$ cat src/rtl/sonar_pkg.sv
// ----------------------------------------------------------------------------
// sonar_pkg
// Shared definitions for the sonar channel scheduler.
//   sonar_state_e : scheduler FSM state encoding (also exported for debug)
//   MEAS_WIDTH    : width of the reported echo measurement in microseconds
//   TIMEOUT_CODE  : measurement value reported when no echo rise was seen
//   us_div()      : clocks per microsecond for a given clock frequency
//   US_DIV        : clocks per microsecond at the default 60 MHz clock
// ----------------------------------------------------------------------------
package sonar_pkg;

   typedef enum logic [2:0] {
      ST_IDLE      = 3'd0,
      ST_TRIG      = 3'd1,
      ST_WAIT_RISE = 3'd2,
      ST_MEASURE   = 3'd3,
      ST_GAP       = 3'd4
   } sonar_state_e;

   localparam int unsigned MEAS_WIDTH = 16;
   localparam logic [MEAS_WIDTH-1:0] TIMEOUT_CODE = 16'hFFFF;

   localparam int unsigned DEFAULT_CLK_FREQUENCY = 60_000_000;

   // The clock frequency is an integer multiple of 1 MHz, so the
   // division is exact.
   function automatic int unsigned us_div(input int unsigned clk_frequency);
      return clk_frequency / 1_000_000;
   endfunction

   localparam int unsigned US_DIV = us_div(DEFAULT_CLK_FREQUENCY);

endpackage

$ cat src/rtl/sonar_us_tick.sv
// ----------------------------------------------------------------------------
// sonar_us_tick
// Microsecond prescaler: emits a one-clock tick every DIV clocks.
//   clk_i     : system clock
//   reset_ni  : asynchronous active-low reset
//   clear_i   : synchronous clear; restarts the DIV-clock period
//   tick_o    : high for one clock at the end of each DIV-clock period
// After a clear the first tick appears DIV clocks later, so every interval
// timed from a clear is an exact multiple of DIV.
// ----------------------------------------------------------------------------
module sonar_us_tick
   import sonar_pkg::*;
#(
   parameter int unsigned DIV = US_DIV
) (
   input  logic clk_i,
   input  logic reset_ni,
   input  logic clear_i,
   output logic tick_o
);

   localparam int unsigned CNT_W = (DIV > 1) ? $clog2(DIV) : 1;
   localparam logic [CNT_W-1:0] LAST = CNT_W'(DIV - 1);

   logic [CNT_W-1:0] cnt_q;
   logic [CNT_W-1:0] cnt_d;

   always_comb begin
      if (clear_i || (cnt_q == LAST)) begin
         cnt_d = '0;
      end else begin
         cnt_d = cnt_q + CNT_W'(1);
      end
   end

   always_ff @(posedge clk_i or negedge reset_ni) begin
      if (!reset_ni) begin
         cnt_q <= '0;
      end else begin
         cnt_q <= cnt_d;
      end
   end

   assign tick_o = (cnt_q == LAST);

endmodule

$ cat src/rtl/sonar_sched.sv
// ----------------------------------------------------------------------------
// sonar_sched
// Round-robin scheduler for ultrasonic trig/echo sonar channels. Fires one
// channel at a time, measures the echo pulse width in microseconds and
// reports it with a one-clock strobe.
//   clk          : system clock
//   reset_n      : asynchronous active-low reset
//   enable       : per-channel enable mask, sampled only while idle
//   sonar_trig   : trigger pins, at most one bit high
//   sonar_echo   : raw asynchronous echo pins
//   meas_valid   : one-clock strobe when a result is ready
//   meas_chan    : channel index of the last result
//   meas_us      : echo width in microseconds of the last result
//   meas_timeout : last result was a timeout
//   dbg_state    : current scheduler state
// Result fields are registered and hold until the next result.
// ----------------------------------------------------------------------------
module sonar_sched
   import sonar_pkg::*;
#(
   parameter int unsigned CLK_FREQUENCY = 60_000_000,
   parameter int unsigned NUM_SONAR     = 2,
   parameter int unsigned TRIG_US       = 10,
   parameter int unsigned TIMEOUT_US    = 30_000,
   parameter int unsigned GAP_US        = 10_000
) (
   input  logic                  clk,
   input  logic                  reset_n,
   input  logic [NUM_SONAR-1:0]  enable,
   output logic [NUM_SONAR-1:0]  sonar_trig,
   input  logic [NUM_SONAR-1:0]  sonar_echo,
   output logic                  meas_valid,
   output logic [2:0]            meas_chan,
   output logic [MEAS_WIDTH-1:0] meas_us,
   output logic                  meas_timeout,
   output sonar_state_e          dbg_state
);

   localparam int unsigned DIV = us_div(CLK_FREQUENCY);

   // A state ends on the tick that completes its last microsecond.
   localparam logic [MEAS_WIDTH-1:0] TRIG_LAST   = MEAS_WIDTH'(TRIG_US - 1);
   localparam logic [MEAS_WIDTH-1:0] TO_LAST     = MEAS_WIDTH'(TIMEOUT_US - 1);
   localparam logic [MEAS_WIDTH-1:0] GAP_LAST    = MEAS_WIDTH'(GAP_US - 1);
   localparam logic [MEAS_WIDTH-1:0] TIMEOUT_VAL = MEAS_WIDTH'(TIMEOUT_US);

   // ---------------------------------------------------------------------
   // Echo synchroniser (2 flops) and edge detector (1 flop).
   // Pin change to FSM reaction is 3 clocks.
   // ---------------------------------------------------------------------
   logic [NUM_SONAR-1:0] sync1_q;
   logic [NUM_SONAR-1:0] sync2_q;
   logic [NUM_SONAR-1:0] echo_dly_q;
   logic [NUM_SONAR-1:0] echo_rise;
   logic [NUM_SONAR-1:0] echo_fall;

   always_ff @(posedge clk or negedge reset_n) begin
      if (!reset_n) begin
         sync1_q    <= '0;
         sync2_q    <= '0;
         echo_dly_q <= '0;
      end else begin
         sync1_q    <= sonar_echo;
         sync2_q    <= sync1_q;
         echo_dly_q <= sync2_q;
      end
   end

   assign echo_rise = sync2_q & ~echo_dly_q;
   assign echo_fall = ~sync2_q & echo_dly_q;

   // ---------------------------------------------------------------------
   // State and registers
   // ---------------------------------------------------------------------
   sonar_state_e          state_q, state_d;
   logic [2:0]            ch_q, ch_d;           // channel being served / last served
   logic [MEAS_WIDTH-1:0] us_cnt_q, us_cnt_d;
   logic [NUM_SONAR-1:0]  trig_q, trig_d;
   logic                  valid_q, valid_d;
   logic [2:0]            chan_q, chan_d;
   logic [MEAS_WIDTH-1:0] us_q, us_d;
   logic                  to_q, to_d;

   logic                  tick;
   logic                  clear;
   logic [MEAS_WIDTH-1:0] us_next;
   logic                  sel_rise;
   logic                  sel_fall;
   logic [2:0]            pick_ch;

   // Prescaler restarts on every state change so each state's duration
   // is counted from a fresh microsecond boundary.
   sonar_us_tick #(
      .DIV(DIV)
   ) u_us_tick (
      .clk_i   (clk),
      .reset_ni(reset_n),
      .clear_i (clear),
      .tick_o  (tick)
   );

   // Only the served channel's echo edges are visible to the FSM.
   always_comb begin
      sel_rise = 1'b0;
      sel_fall = 1'b0;
      for (int i = 0; i < int'(NUM_SONAR); i++) begin
         if (ch_q == 3'(i)) begin
            sel_rise = echo_rise[i];
            sel_fall = echo_fall[i];
         end
      end
   end

   // Round robin: lowest enabled channel above the last served one,
   // otherwise wrap to the lowest enabled channel. Descending scan so the
   // final assignment is the lowest match.
   always_comb begin
      logic [2:0] first_any;
      logic [2:0] first_after;
      logic       found_after;
      first_any   = '0;
      first_after = '0;
      found_after = 1'b0;
      for (int j = int'(NUM_SONAR) - 1; j >= 0; j--) begin
         if (enable[j]) begin
            first_any = 3'(j);
            if (3'(j) > ch_q) begin
               first_after = 3'(j);
               found_after = 1'b1;
            end
         end
      end
      pick_ch = found_after ? first_after : first_any;
   end

   // Microsecond count including a tick landing on the current clock.
   assign us_next = us_cnt_q + (tick ? MEAS_WIDTH'(1) : MEAS_WIDTH'(0));

   // Next-state and result logic
   always_comb begin
      state_d = state_q;
      ch_d    = ch_q;
      valid_d = 1'b0;
      chan_d  = chan_q;
      us_d    = us_q;
      to_d    = to_q;
      case (state_q)
         ST_IDLE: begin
            if (|enable) begin
               ch_d    = pick_ch;
               state_d = ST_TRIG;
            end
         end
         ST_TRIG: begin
            if (tick && (us_cnt_q == TRIG_LAST)) begin
               state_d = ST_WAIT_RISE;
            end
         end
         ST_WAIT_RISE: begin
            if (sel_rise) begin
               state_d = ST_MEASURE;
            end else if (tick && (us_cnt_q == TO_LAST)) begin
               valid_d = 1'b1;
               chan_d  = ch_q;
               us_d    = TIMEOUT_CODE;
               to_d    = 1'b1;
               state_d = ST_GAP;
            end
         end
         ST_MEASURE: begin
            if (tick && (us_cnt_q == TO_LAST)) begin
               valid_d = 1'b1;
               chan_d  = ch_q;
               us_d    = TIMEOUT_VAL;
               to_d    = 1'b1;
               state_d = ST_GAP;
            end else if (sel_fall) begin
               valid_d = 1'b1;
               chan_d  = ch_q;
               us_d    = us_next;
               to_d    = 1'b0;
               state_d = ST_GAP;
            end
         end
         ST_GAP: begin
            if (tick && (us_cnt_q == GAP_LAST)) begin
               state_d = ST_IDLE;
            end
         end
         default: state_d = ST_IDLE;
      endcase
   end

   assign clear = (state_d != state_q);

   always_comb begin
      if (clear || (state_q == ST_IDLE)) begin
         us_cnt_d = '0;
      end else begin
         us_cnt_d = us_next;
      end
   end

   // Trigger is driven from the next state so it is high for exactly the
   // clocks spent in TRIG.
   always_comb begin
      trig_d = '0;
      for (int i = 0; i < int'(NUM_SONAR); i++) begin
         trig_d[i] = (state_d == ST_TRIG) && (ch_d == 3'(i));
      end
   end

   always_ff @(posedge clk or negedge reset_n) begin
      if (!reset_n) begin
         state_q  <= ST_IDLE;
         ch_q     <= 3'(NUM_SONAR - 1);   // first pick lands on channel 0
         us_cnt_q <= '0;
         trig_q   <= '0;
         valid_q  <= 1'b0;
         chan_q   <= '0;
         us_q     <= '0;
         to_q     <= 1'b0;
      end else begin
         state_q  <= state_d;
         ch_q     <= ch_d;
         us_cnt_q <= us_cnt_d;
         trig_q   <= trig_d;
         valid_q  <= valid_d;
         chan_q   <= chan_d;
         us_q     <= us_d;
         to_q     <= to_d;
      end
   end

   assign sonar_trig   = trig_q;
   assign meas_valid   = valid_q;
   assign meas_chan    = chan_q;
   assign meas_us      = us_q;
   assign meas_timeout = to_q;
   assign dbg_state    = state_q;

endmodule
$ cat config.mk
export PLATFORM = sky130hd
export DESIGN_NAME = sonar_sched
export DESIGN_NICKNAME = d
export VERILOG_FILES = /design/src/rtl/sonar_pkg.sv /design/src/rtl/sonar_us_tick.sv /design/src/rtl/sonar_sched.sv
export SDC_FILE = /design/constraint.sdc
export NUM_CORES = 1
export LEC_CHECK = 0
export CORE_MARGIN = 5
export CORE_UTILIZATION = 57
export CTS_BUF_LIST = sky130_fd_sc_hd__clkbuf_2
export DETAILED_ROUTE_END_ITERATION = 7
export HOLD_SLACK_MARGIN = 0.05
export PLACE_DENSITY = 0.92
export SLEW_MARGIN = 20
export SYNTH_ARGS = -nofsm -noshare
export SYNTH_HDL_FRONTEND = slang
export SYNTH_HIERARCHICAL = 1
export SYNTH_SLANG_ARGS = --single-unit
$ cat constraint.sdc
create_clock -name clk -period 4.2 [get_ports clk]
set_input_delay 1.05 -clock clk [delete_from_list [all_inputs] [get_ports clk]]
set_output_delay 1.05 -clock clk [all_outputs]
set_load 0.005 [all_outputs]
==> results of run 1 <==
flip-flops by register name, summed over array words and instances, names as in the netlist:
signal           cells
echo_dly_q           2
sonar_trig           2
us_cnt_q            16
u_us_tick/cnt_q      6
meas_timeout         1
meas_valid           1
sync1_q              2
sync2_q              2
dbg_state            3
meas_chan            3
meas_us             16
ch_q                 3
logic make-up (layout without fill, tap and decap cells):
logic type / count (synthesis) / after routing / share of synthesized area (%)
fa+ha+maj: 3 / 3 / 1.41
simple gates: 99 / 99 / 21.9
mux: 3 / 3 / 1.27
compound gates: 44 / 44 / 13.2
buf+inv: 15 / 55 / 2.54
xor+xnor: 18 / 18 / 5.94
flops: 57 / 57 / 53.7
synth_stat cells, types with 3 or more instances:
cell / n / area, sq um
nand2_1: 15 / 56.3
mux2_2: 3 / 33.8
nor3_2: 10 / 100
o22ai_1: 3 / 18.8
clkbuf_1: 8 / 30.0
xnor2_1: 9 / 78.8
dfrtp_1: 56 / 1400
o21ai_0: 4 / 20.0
nor3b_1: 3 / 22.5
or2_2: 4 / 25.0
xor2_1: 9 / 78.8
nand3_1: 7 / 35.0
or3_1: 4 / 25.0
o21a_1: 4 / 30.0
a2bb2oi_1: 11 / 96.3
nor2b_1: 4 / 25.0
nor3_1: 10 / 50.1
nor2_1: 19 / 71.3
a21oi_1: 4 / 20.0
nand4_1: 7 / 43.8
inv_1: 6 / 22.5
ha_1: 3 / 37.5
cell type report:
cell class / count / area [sq um]
repair buffers: 33 / 320
inverters: 6 / 22.5
fillers: 326 / 1340
clock buffers: 9 / 45.0
flip-flops and latches: 57 / 1430
well taps: 52 / 65.1
clock inverters: 7 / 61.3
multi-input cells: 167 / 1160
power breakdown:
part / total [uW] / switching [uW] / internal [uW]
sequential: 625 / 32.9 / 592
combinational: 123 / 63.5 / 60.0
clock: 336 / 205 / 131
total: 1080 / 301 / 783
per-stage QoR:
stage	setup slack, ps	power (uW)	util, %	hold slack [ps]
2_1_floorplan	1190	707	-	331
3_3_place_gp	900	753	67.5	333
6_report	758	1080	69.9	353
4_1_cts	759	1090	69.9	362
5_1_grt	552	1150	69.9	369
3_5_place_dp	778	761	67.5	336
per-layer routing:
layer,track usage (%),share of wire (%),vias up
met5,0,0,-
met4,9.27,1.8,0
met3,6.29,6.7,7
met2,29.0,45,65
met1,27.0,47,926
li1,-,-,940
worst max path at each step:
stage	start	end	cells past startpoint
2_1_floorplan	u_us_tick/cnt_q[0]	u_us_tick/cnt_q[2]	12
3_3_place_gp	u_us_tick/cnt_q[0]	us_cnt_q[1]	8
3_5_place_dp	u_us_tick/cnt_q[0]	us_cnt_q[3]	8
4_1_cts	u_us_tick/cnt_q[0]	us_cnt_q[0]	8
5_1_grt	u_us_tick/cnt_q[0]	us_cnt_q[3]	8
6_report	u_us_tick/cnt_q[0]	us_cnt_q[0]	8
==> results.md, run 1 <==
- Placement-stage cell area: 3000 sq um
- Core outline area: about 4400 sq um
- Routed len/inst: 15.9 microns
- Num CTS Buffers: 9
- DIE WIDTH: 78.3 microns
- Share of layout cells above drive strength 1: 15.4%
- Iteration-0 DRC Markers: 94
- Avg Vias per Cell: between 5 and 6
- Site row count: 24
- Ys flop type: dfrtp_1
- Initial antenna violation count: 0
- Cells after Synth: 239
- Final setup violation count: 0
- Crit path required time: 4550 ps
- Design area: between 3000 and 4000 sq um
- DR pass1 iterations: 4
- Synthesized area: 2660 sq um
- Worst slew margin: 38.5%
- Die H: 78.3 microns
- Hold WC Path Type: reg -> reg
- Vias in the first global route: 1980
- Effective utilization at floorplan: between 50% and 60%
- Avg Cell Area, Syn: 11.1 sq um
- First-pass GRT wire length: 9410 microns
- Worst path max stage delay: 720 ps
- Most common cell after layout, fill and taps aside: dfrtp_1
- RSZ-0062 raised after global routing: no
- Final antenna-violating net count: 0
- Placed cells: roughly 320
- Worst Tran Pin Value: 922 ps
- Syn. warnings: 6
- FFs w/ async S/R, synth: 100%
- Status: complete, no violations
- DR vias: slightly below 2000
- Critical Path Sink Type: register
- Post-Route WL: 5260 microns
- Max cap viols: 0
- Synthesized flop and latch total: 57
- H-tree levels: 3
- Worst VDD drop: 0.000206 V
- Yosys cell types: 50
- R2R Setup Slk: roughly 760 ps
- Port Buffers: 31
- Setup CP Type: reg -> reg
- Die Area: 6130 sq um
- Most frequent cells in the layout: dfrtp_1, clkdlybuf4s50_1, nor2_1, nand2_1, a2bb2oi_1
- Setup TNS: 0 ps
- Crit-path max FO: 16
- Hpwl dp: 3560 microns
- Total gr overflow: 0
- Hold buffers post-CTS: 0
- R2R Path Start: u_us_tick/cnt_q[0]
- Critical-path top delay cell: a221oi_4
- Post-cts resize count: 0
- Syn-to-layout area delta: 17.0%
- CP bufs+invs: 0
- CTS tree: yes
- N_diodes: 0
- Setup bufs post-CTS: 0
- Max Clock Skew: approximately 17 ps
- Final Wtd Congestion: 0.888
- CP delay by family, top: simple AND/OR/NAND/NOR gates
- Hold path start: sync1_q[1]
- Critical path arrival: 3790 ps
- # clock sinks: 57
- DRC: 0
- Crit path time final: 3440 ps
- Startpoint types: register
- Final slew viol count: 0
- Clk slew on worst S/H paths: 160 ps
- CTS max path bufs: 2
- R2r worst-path depth: 8
- Register area share after synthesis: a little over half
- Pwr per Cell Area: around 350 nW/um^2
- Hold EP: sync2_q[1]
- Tot GR Track Use: 19.8%
- Final period util: 81.9%
- Root Driver: clkbuf_2
- Skew-Pair Late Insertion Delay: 490 ps
- Crit-path cells: ha_1, nand2_1, nor3_1, or4b_4, or4_4, o311a_1, a221oi_4, nor3b_1
- Largest net degree at the start of global routing: just under 60
- Top-level I/O count: 32
- Post-synth EDFFs: 0
- Hold depth: 0
- Final Hold Fails: 0
- Critical R2R Capture: us_cnt_q[0]
- Final #Nets: 283
- Non-filler cells in the finished layout: roughly 330
- P_leak: 0.00136 uW
- Synthesized Nets: 248
- Highest achievable clock rate: 291 MHz
No activity file was read; power rests on OpenSTA's default activity.
==> run 2: changes to the inputs <==
Clock period 4.2 ns to 3.3 ns, I/O delays scaled along.
==> run 2 against run 1 <==
Against the previous run: critical path depth up 3; clock skew up 13 ps; register-to-register slack worse by 590 ps; combinational power up 43%; global-route usage up 0.23 points; cell area up 2.4%; largest power group unchanged; via count up 3.7%; sequential share of layout area down 1.1 points; power up 28%.
==> results.md, run 2 (synthesis results as in run 1) <==
- Initial antenna violation count: 0
- CP startpoint: u_us_tick/cnt_q[0]
- Fin worst setup slack: 167 ps
- Die H: between 70 and 80 microns
- Setup CP Type: reg -> reg
- Avg Vias per Cell: 6.00
- DR vias: 2009
- Post-Route WL: 5560 microns
- Routed len/inst: roughly 17 microns
- # clock sinks: 57
- Most frequent cells in the layout: dfrtp_1, clkdlybuf4s50_1, nor2_1, nand2_1
- Multi-input combinational cell area: 1200 sq um
- Skew-Pair Late Insertion Delay: approximately 460 ps
- FILL cells: 317
- Hpwl dp: 3920 microns
- Most common cell after layout, fill and taps aside: dfrtp_1
- Crit path required time: 3620 ps
- DRC: 0
- Share of layout cells above drive strength 1: 17.7%
- Worst Tran Pin Value: 771 ps
- Tot GR Track Use: 20.1%
- Pwr per Cell Area: 437 nW/um^2
- First-pass GRT wire length: 9740 microns
- Final period util: 94.9%
- Syn-to-layout area delta: 19.7%
- Final antenna-violating net count: 0
- R2R Path Start: u_us_tick/cnt_q[0]
- Final Hold Fails: 0
- H-tree levels: 3
- Startpoint types: register
- Final setup violation count: 0
- Setup TNS: 0 ps
- Placed cells: 318
- Final Wtd Congestion: 0.908
- DIE WIDTH: 78.3 microns
- Total gr overflow: 0
- DR pass1 iterations: 4
- CTS tree: yes
- P_leak: roughly 0.0014 uW
- Iteration-0 DRC Markers: 231
- Max cap viols: 0
- Critical path arrival: 3450 ps
- FF/Latch Area: between 1000 and 1500 sq um
- Port Buffers: 31
- Status: complete, no violations
- Worst VDD drop: 0.000258 V
- Crit-path max FO: 6
- Worst slew margin: 48.4%
- Max Clock Skew: 29.6 ps
- Worst slack, placed: -3.13 ps
- Site row count: 24
- Vias in the first global route: 2032
- CTS max path bufs: 2
- Non-filler cells in the finished layout: between 300 and 400
- Highest achievable clock rate: about 320 MHz
- Clk slew on worst S/H paths: 160 ps
- Hold WC Path Type: in -> async
- Core outline area: ~4400 sq um
- Critical Path Sink Type: register
- Die Area: between 6000 and 7000 sq um
- Largest net degree at the start of global routing: 49
- Root Driver: clkbuf_2
- Final #Nets: 287
- Final slew viol count: 0
- N_diodes: 0
- Crit path time final: 3130 ps
- Effective utilization at floorplan: 59.8%
- Num CTS Buffers: 9
- Top-level I/O count: 32
==> run 2: final cells by class <==
class                   count  area share, %
well taps                  52           2.05
multi-input cells         167           37.6
inverters                   6          0.708
clock inverters             5           1.49
flip-flops and latches     57           44.9
clock buffers              11           1.73
repair buffers             37           11.5
==> run 2: per-layer routing <==
layer	routed length, microns	track usage [%]	vias to the layer above
met1	2530	27.8	978
met2	2610	30.2	63
met4	142	11.4	0
met5	0	0	-
li1	-	-	953
met3	281	3.20	15
==> run 2: worst max-delay path: stages (launching register included) <==
cell	delay [ps]
dfrtp_1	400
ha_2	210
nand2_1	120
nor3_2	180
or4b_4	490
or4_4	590
o311a_4	420
o21bai_2	200
o21bai_1	140
inv_1	80
o31ai_4	90
nor2_1	80
==> run 2: through the flow <==
step | util (%) | hold WS, ps | instance area, sq um | total power [uW]
2_1_floorplan | - | 331 | 2660 | 899
3_3_place_gp | 68.3 | 332 | 3040 | 962
3_5_place_dp | 68.3 | 341 | 3040 | 975
4_1_cts | 70.7 | 375 | 3140 | 1380
5_1_grt | 71.6 | 364 | 3180 | 1470
6_report | 71.6 | 352 | 3180 | 1390
==> run 2: power breakdown <==
part | total, uW | switching, uW | internal [uW]
sequential | 802 | 49.4 | 753
combinational | 176 | 88.6 | 87.1
clock | 412 | 238 | 175
total | 1390 | 376 | 1010
==> run 2: final timing paths <==
path / slack (ps) / to / depth (start not counted)
min in group clk: 370 / sync2_q[0] / 0
worst max register to register: 170 / u_us_tick/cnt_q[1] / 11
max in group asynchronous: 2360 / us_cnt_q[12] / 2
worst min register to register: 370 / sync2_q[0] / 0
worst min-delay path: 350 / ch_q[2] / 1
worst max-delay path: 170 / u_us_tick/cnt_q[1] / 11
==> run 2: timing repair <==
action | CTS | global route
pin swaps | 0 | 1
hold buffers | 0 | 0
setup endpoints to repair | 2 | 6
gates resized for setup | 1 | 4
setup buffers | 0 | 1
cloned | 0 | 0
==> edit 1, RTL diff (flow settings as in run 1) <==
The output `sonar_trig` loses its register stage (`trig_q` becomes a continuous assignment).
--- a/src/rtl/sonar_sched.sv
+++ b/src/rtl/sonar_sched.sv
@@ -216,5 +216,4 @@
          ch_q     <= 3'(NUM_SONAR - 1);   // first pick lands on channel 0
          us_cnt_q <= '0;
-         trig_q   <= '0;
          valid_q  <= 1'b0;
          chan_q   <= '0;
@@ -225,5 +224,4 @@
          ch_q     <= ch_d;
          us_cnt_q <= us_cnt_d;
-         trig_q   <= trig_d;
          valid_q  <= valid_d;
          chan_q   <= chan_d;
@@ -232,4 +230,6 @@
       end
    end
+
+   assign trig_q = trig_d;
 
    assign sonar_trig   = trig_q;
Formal check against the unedited RTL: not equivalent (Yosys sat finds a counterexample within 4 cycles, from zero or initial values and one cycle with reset_n low).
==> edit 1 against run 1 <==
  * Combinational power grew 19%
  * Setup slack got worse by 0.62 ns
  * Total power shrank 12%
  * Final area decreased by 0.89%
  * Count of clock-buffer cells in the layout is 3 lower
  * Global-route usage decreased by 0.75 points
  * Worst hold slack gained 0.042 ns
  * Sequential share of layout area shrank 1.2 points
  * Sequential power shrank 3.7%
  * First-iteration DRC count grew 88%
  * Sequential cell count decreased by 2
  * Fmax decreased by 15%
  * Routed wire length is 4.8% higher
  * Area after synthesis shrank 1.9%
  * Largest cell class unchanged
==> edit 1: results (changes against run 1) <==
- Status: completed
- Worst-Skew Late Latency: 0.44 ns (-0.05 ns)
- CP peak stage delay: 0.49 ns (-0.23 ns)
- Max transition margin: 47.8% (+9.3 points)
- Peak supply drop: 217 uV (+5.2%)
- Critical-path top delay cell: or4b_4
- Drt total wl: 5.51 mm (+4.8%)
- Critical-path maximum fanout: 2 (-14)
- Int Pwr: 679 uW (-13%)
- Layout cells sized above 1: 17.3% (+1.9 points)
- M1 WL: 2.34 mm (-4.9%)
- Vias per cell: 6.22 (+6.3%)
- Syn_area_per_cell: 11.0 um^2 (-1.1%)
- Clock Sinks: 55 (-3.5%)
- Pre-CTS setup slack: -0.00763 ns (-0.786 ns)
- Clock share of power: 21.1% (-9.9 points)
- Clk tree area frac: 1.38% (-2.0 points)
- Routed via count: 2054 (+6.0%)
- GR Util met3: 4.75% (-1.5 points)
- Fillcell total: 317 (-2.8%)
- Fin crit share: 96.7% (+15 points)
- Largest cells by area after synthesis: dfrtp_1, nor3_2, a2bb2oi_1
- Fraction of area in multi-input gates: 38.5% (+1.0 points)
- Count of plain and timing-repair buffers: 42 (+27%)
- Clock Skew: 0.0228 ns (+0.00599 ns)
==> edit 1: cell types whose count changed in the layout (fill, tap and decap cells not counted) <==
cell,before,now
buf_4,2,11
clkbuf_2,9,6
clkinv_2,4,1
clkdlybuf4s50_1,30,28
dfrtp_1,56,54
dlygate4sd2_1,0,2
a21oi_1,4,3
a21oi_2,0,1
bufinv_16,1,0
clkinv_1,1,0
ha_1,3,2
ha_4,0,1
nor3_1,10,9
nor3_2,10,11
==> edit 1: logic make-up (layout without fill, tap and decap cells) <==
group                    Yosys count  in the layout  synth area share, %
AO/OA/AOI/OAI                     44             44                 13.5
buffers and inverters             15             56                 2.59
XOR/XNOR                          18             18                 6.05
flip-flops                        55             55                 52.9
multiplexers                       3              3                 1.30
adder cells (fa/ha/maj)            3              3                 1.44
AND/OR/NAND/NOR                   99             99                 22.3
==> edit 2, RTL diff (settings of run 1) <==
Without the edit above. Set the parameter `NUM_SONAR` to 4 (it was 2).
--- a/src/rtl/sonar_sched.sv
+++ b/src/rtl/sonar_sched.sv
@@ -20,5 +20,5 @@
 #(
    parameter int unsigned CLK_FREQUENCY = 60_000_000,
-   parameter int unsigned NUM_SONAR     = 2,
+   parameter int unsigned NUM_SONAR     = 4,
    parameter int unsigned TRIG_US       = 10,
    parameter int unsigned TIMEOUT_US    = 30_000,
Ports: changed (resized enable, sonar_echo and sonar_trig); port bits go from 32 to 38. No check against the original RTL was run, so the function may have changed too.
==> edit 2 against run 1 <==
  * Clock skew increased by 0.0064 ns
  * Via count rose by 18%
  * Critical path type unchanged
  * Setup slack improved by 0.23 ns
  * Area after synthesis grew 14%
  * Final area grew 14%
  * Routed wire length up 21%
  * Critical path depth grew 2
  * Count of clock-buffer cells in the layout unchanged
  * Sequential cell count grew 8
  * Synthesized cell count grew 17%
Power is not compared: it rests on default switching activity, and its combinational part moved more than twofold at a synthesized area within 25%.
==> edit 2: results (changes against run 1) <==
- Synth top area share: 52.3% (-0.47 points)
- Commonest cells in the netlist: dfrtp_1, nor2_1, nand2_1
- Library cells used by synthesis: 52 (+4.0%)
- CP peak stage delay: 0.52 ns (-0.20 ns)
- Post-detailed-placement half-perimeter wirelength: 4.50 mm (+26%)
- First-pass GRT wire length: 10.6 mm (+13%)
- Worst Path Arrival: 3.62 ns (-0.17 ns)
- Critical-path maximum fanout: 18 (+2)
- Status: completed
- Drt total wl: 6.35 mm (+21%)
- Iter 0 DRT Violations: 219 (+130%)
- Vias per cell: 5.81 (-0.70%)
- Sequential share of the synthesized area: 54.0% (+0.28 points)
- HP Start: sync1_q[0]$_DFF_PN0_
- Gpl congestion: 0.965 (+8.7%)
- Hold Path Sink: sync2_q[0]$_DFF_PN0_
- Syn_nets: 292 (+18%)
- GRT Overall Usage: 21.1% (+1.3 points)
- Layout cells sized above 1: 11.5% (-4.0 points)
- Largest net degree at the start of global routing: 44 (-24%)
- Vias in the first global route: 2236 (+13%)
- Worst-Skew Late Latency: 0.52 ns (+0.03 ns)
- Critical-path top delay cell: a21oi_2
- Largest cells by area after synthesis: dfrtp_1, nor2_1, a2bb2oi_2
- I/O Buffers: 37 (+19%)
- Layout Nets: 332 (+17%)
edit 2: cell types whose count changed after synthesis, sizes merged, moves of 6 or more:
cell / change
nor3: -9
nand2: +6
clkbuf: -6
nor2: +22
buf: +7
dfrtp: +7
edit 2: area by class of cell:
type                       count  area (um^2)
clock buffer                   9         45.0
tap                           70         87.6
fill                         365         1580
inverter                       8         30.0
clock inverter                 6         60.1
multi-input combinational    196         1300
timing repair buffer          39          380
sequential                    65         1630
edit 2: per-stage QoR:
stage                     setup WS, ns  power (mW)  hold slack [ns]  instances
after floorplan                   1.88       0.678            0.331        279
after global placement            1.26       0.709            0.333        378
after detailed placement          1.02       0.712            0.337        378
after CTS                         1.01        1.06            0.374        393
after global routing             0.724        1.10            0.388        393
final                            0.990        1.06            0.366        393
edit 2: where the power goes:
| group | internal [mW] | leakage (nW) | switching, mW | total (mW) |
|---|---|---|---|---|
| registers | 0.638 | 0.849 | 0.00755 | 0.645 |
| logic | 0.0250 | 0.605 | 0.0295 | 0.0545 |
| clock network | 0.129 | 0.0551 | 0.226 | 0.356 |
edit 2: worst max-delay path by stage:
stage                                            start  slack (ns)                        to  cells after the start
after floorplan           u_us_tick/cnt_q[0]$_DFF_PN0_        1.88    meas_us[2]$_DFFE_PN0P_                      9
after global placement    u_us_tick/cnt_q[0]$_DFF_PN0_        1.26  meas_chan[1]$_DFFE_PN0P_                     10
after detailed placement  u_us_tick/cnt_q[0]$_DFF_PN0_        1.02  meas_chan[0]$_DFFE_PN0P_                     10
after CTS                 u_us_tick/cnt_q[0]$_DFF_PN0_        1.01  meas_chan[1]$_DFFE_PN0P_                     10
after global routing      u_us_tick/cnt_q[0]$_DFF_PN0_        0.72  meas_chan[0]$_DFFE_PN0P_                     10
final                     u_us_tick/cnt_q[0]$_DFF_PN0_        0.99  meas_chan[1]$_DFFE_PN0P_                     10
edit 2: logic make-up (layout without fill, tap and decap cells):
logic type,count (synthesis),count (layout),share of synthesized area (%)
xor+xnor,17,17,4.94
mux,3,3,1.12
flops,65,65,54.0
fa+ha+maj,3,3,1.24
compound gates,45,45,13.4
simple gates,128,128,22.3
buf+inv,18,62,2.99
edit 2: critical path: cells and delay by family (launching register included):
| kind | cells | cell delay, ns |
|---|---|---|
| DFF | 1 | 0.41 |
| and+or+nand+nor | 6 | 1.35 |
| muxes | 1 | 0.35 |
| buffers and inverters | 1 | 0.26 |
| AOI/OAI and AO/OA | 1 | 0.52 |
| adders and majority gates | 1 | 0.21 |
edit 2: routing by layer:
layer	track usage (%)	part of all wire, %	wire, um
met1	28.0	43	2720
met2	31.7	48	3060
met3	5.97	6.2	394
met4	10.8	2.7	174
met5	0	0	0
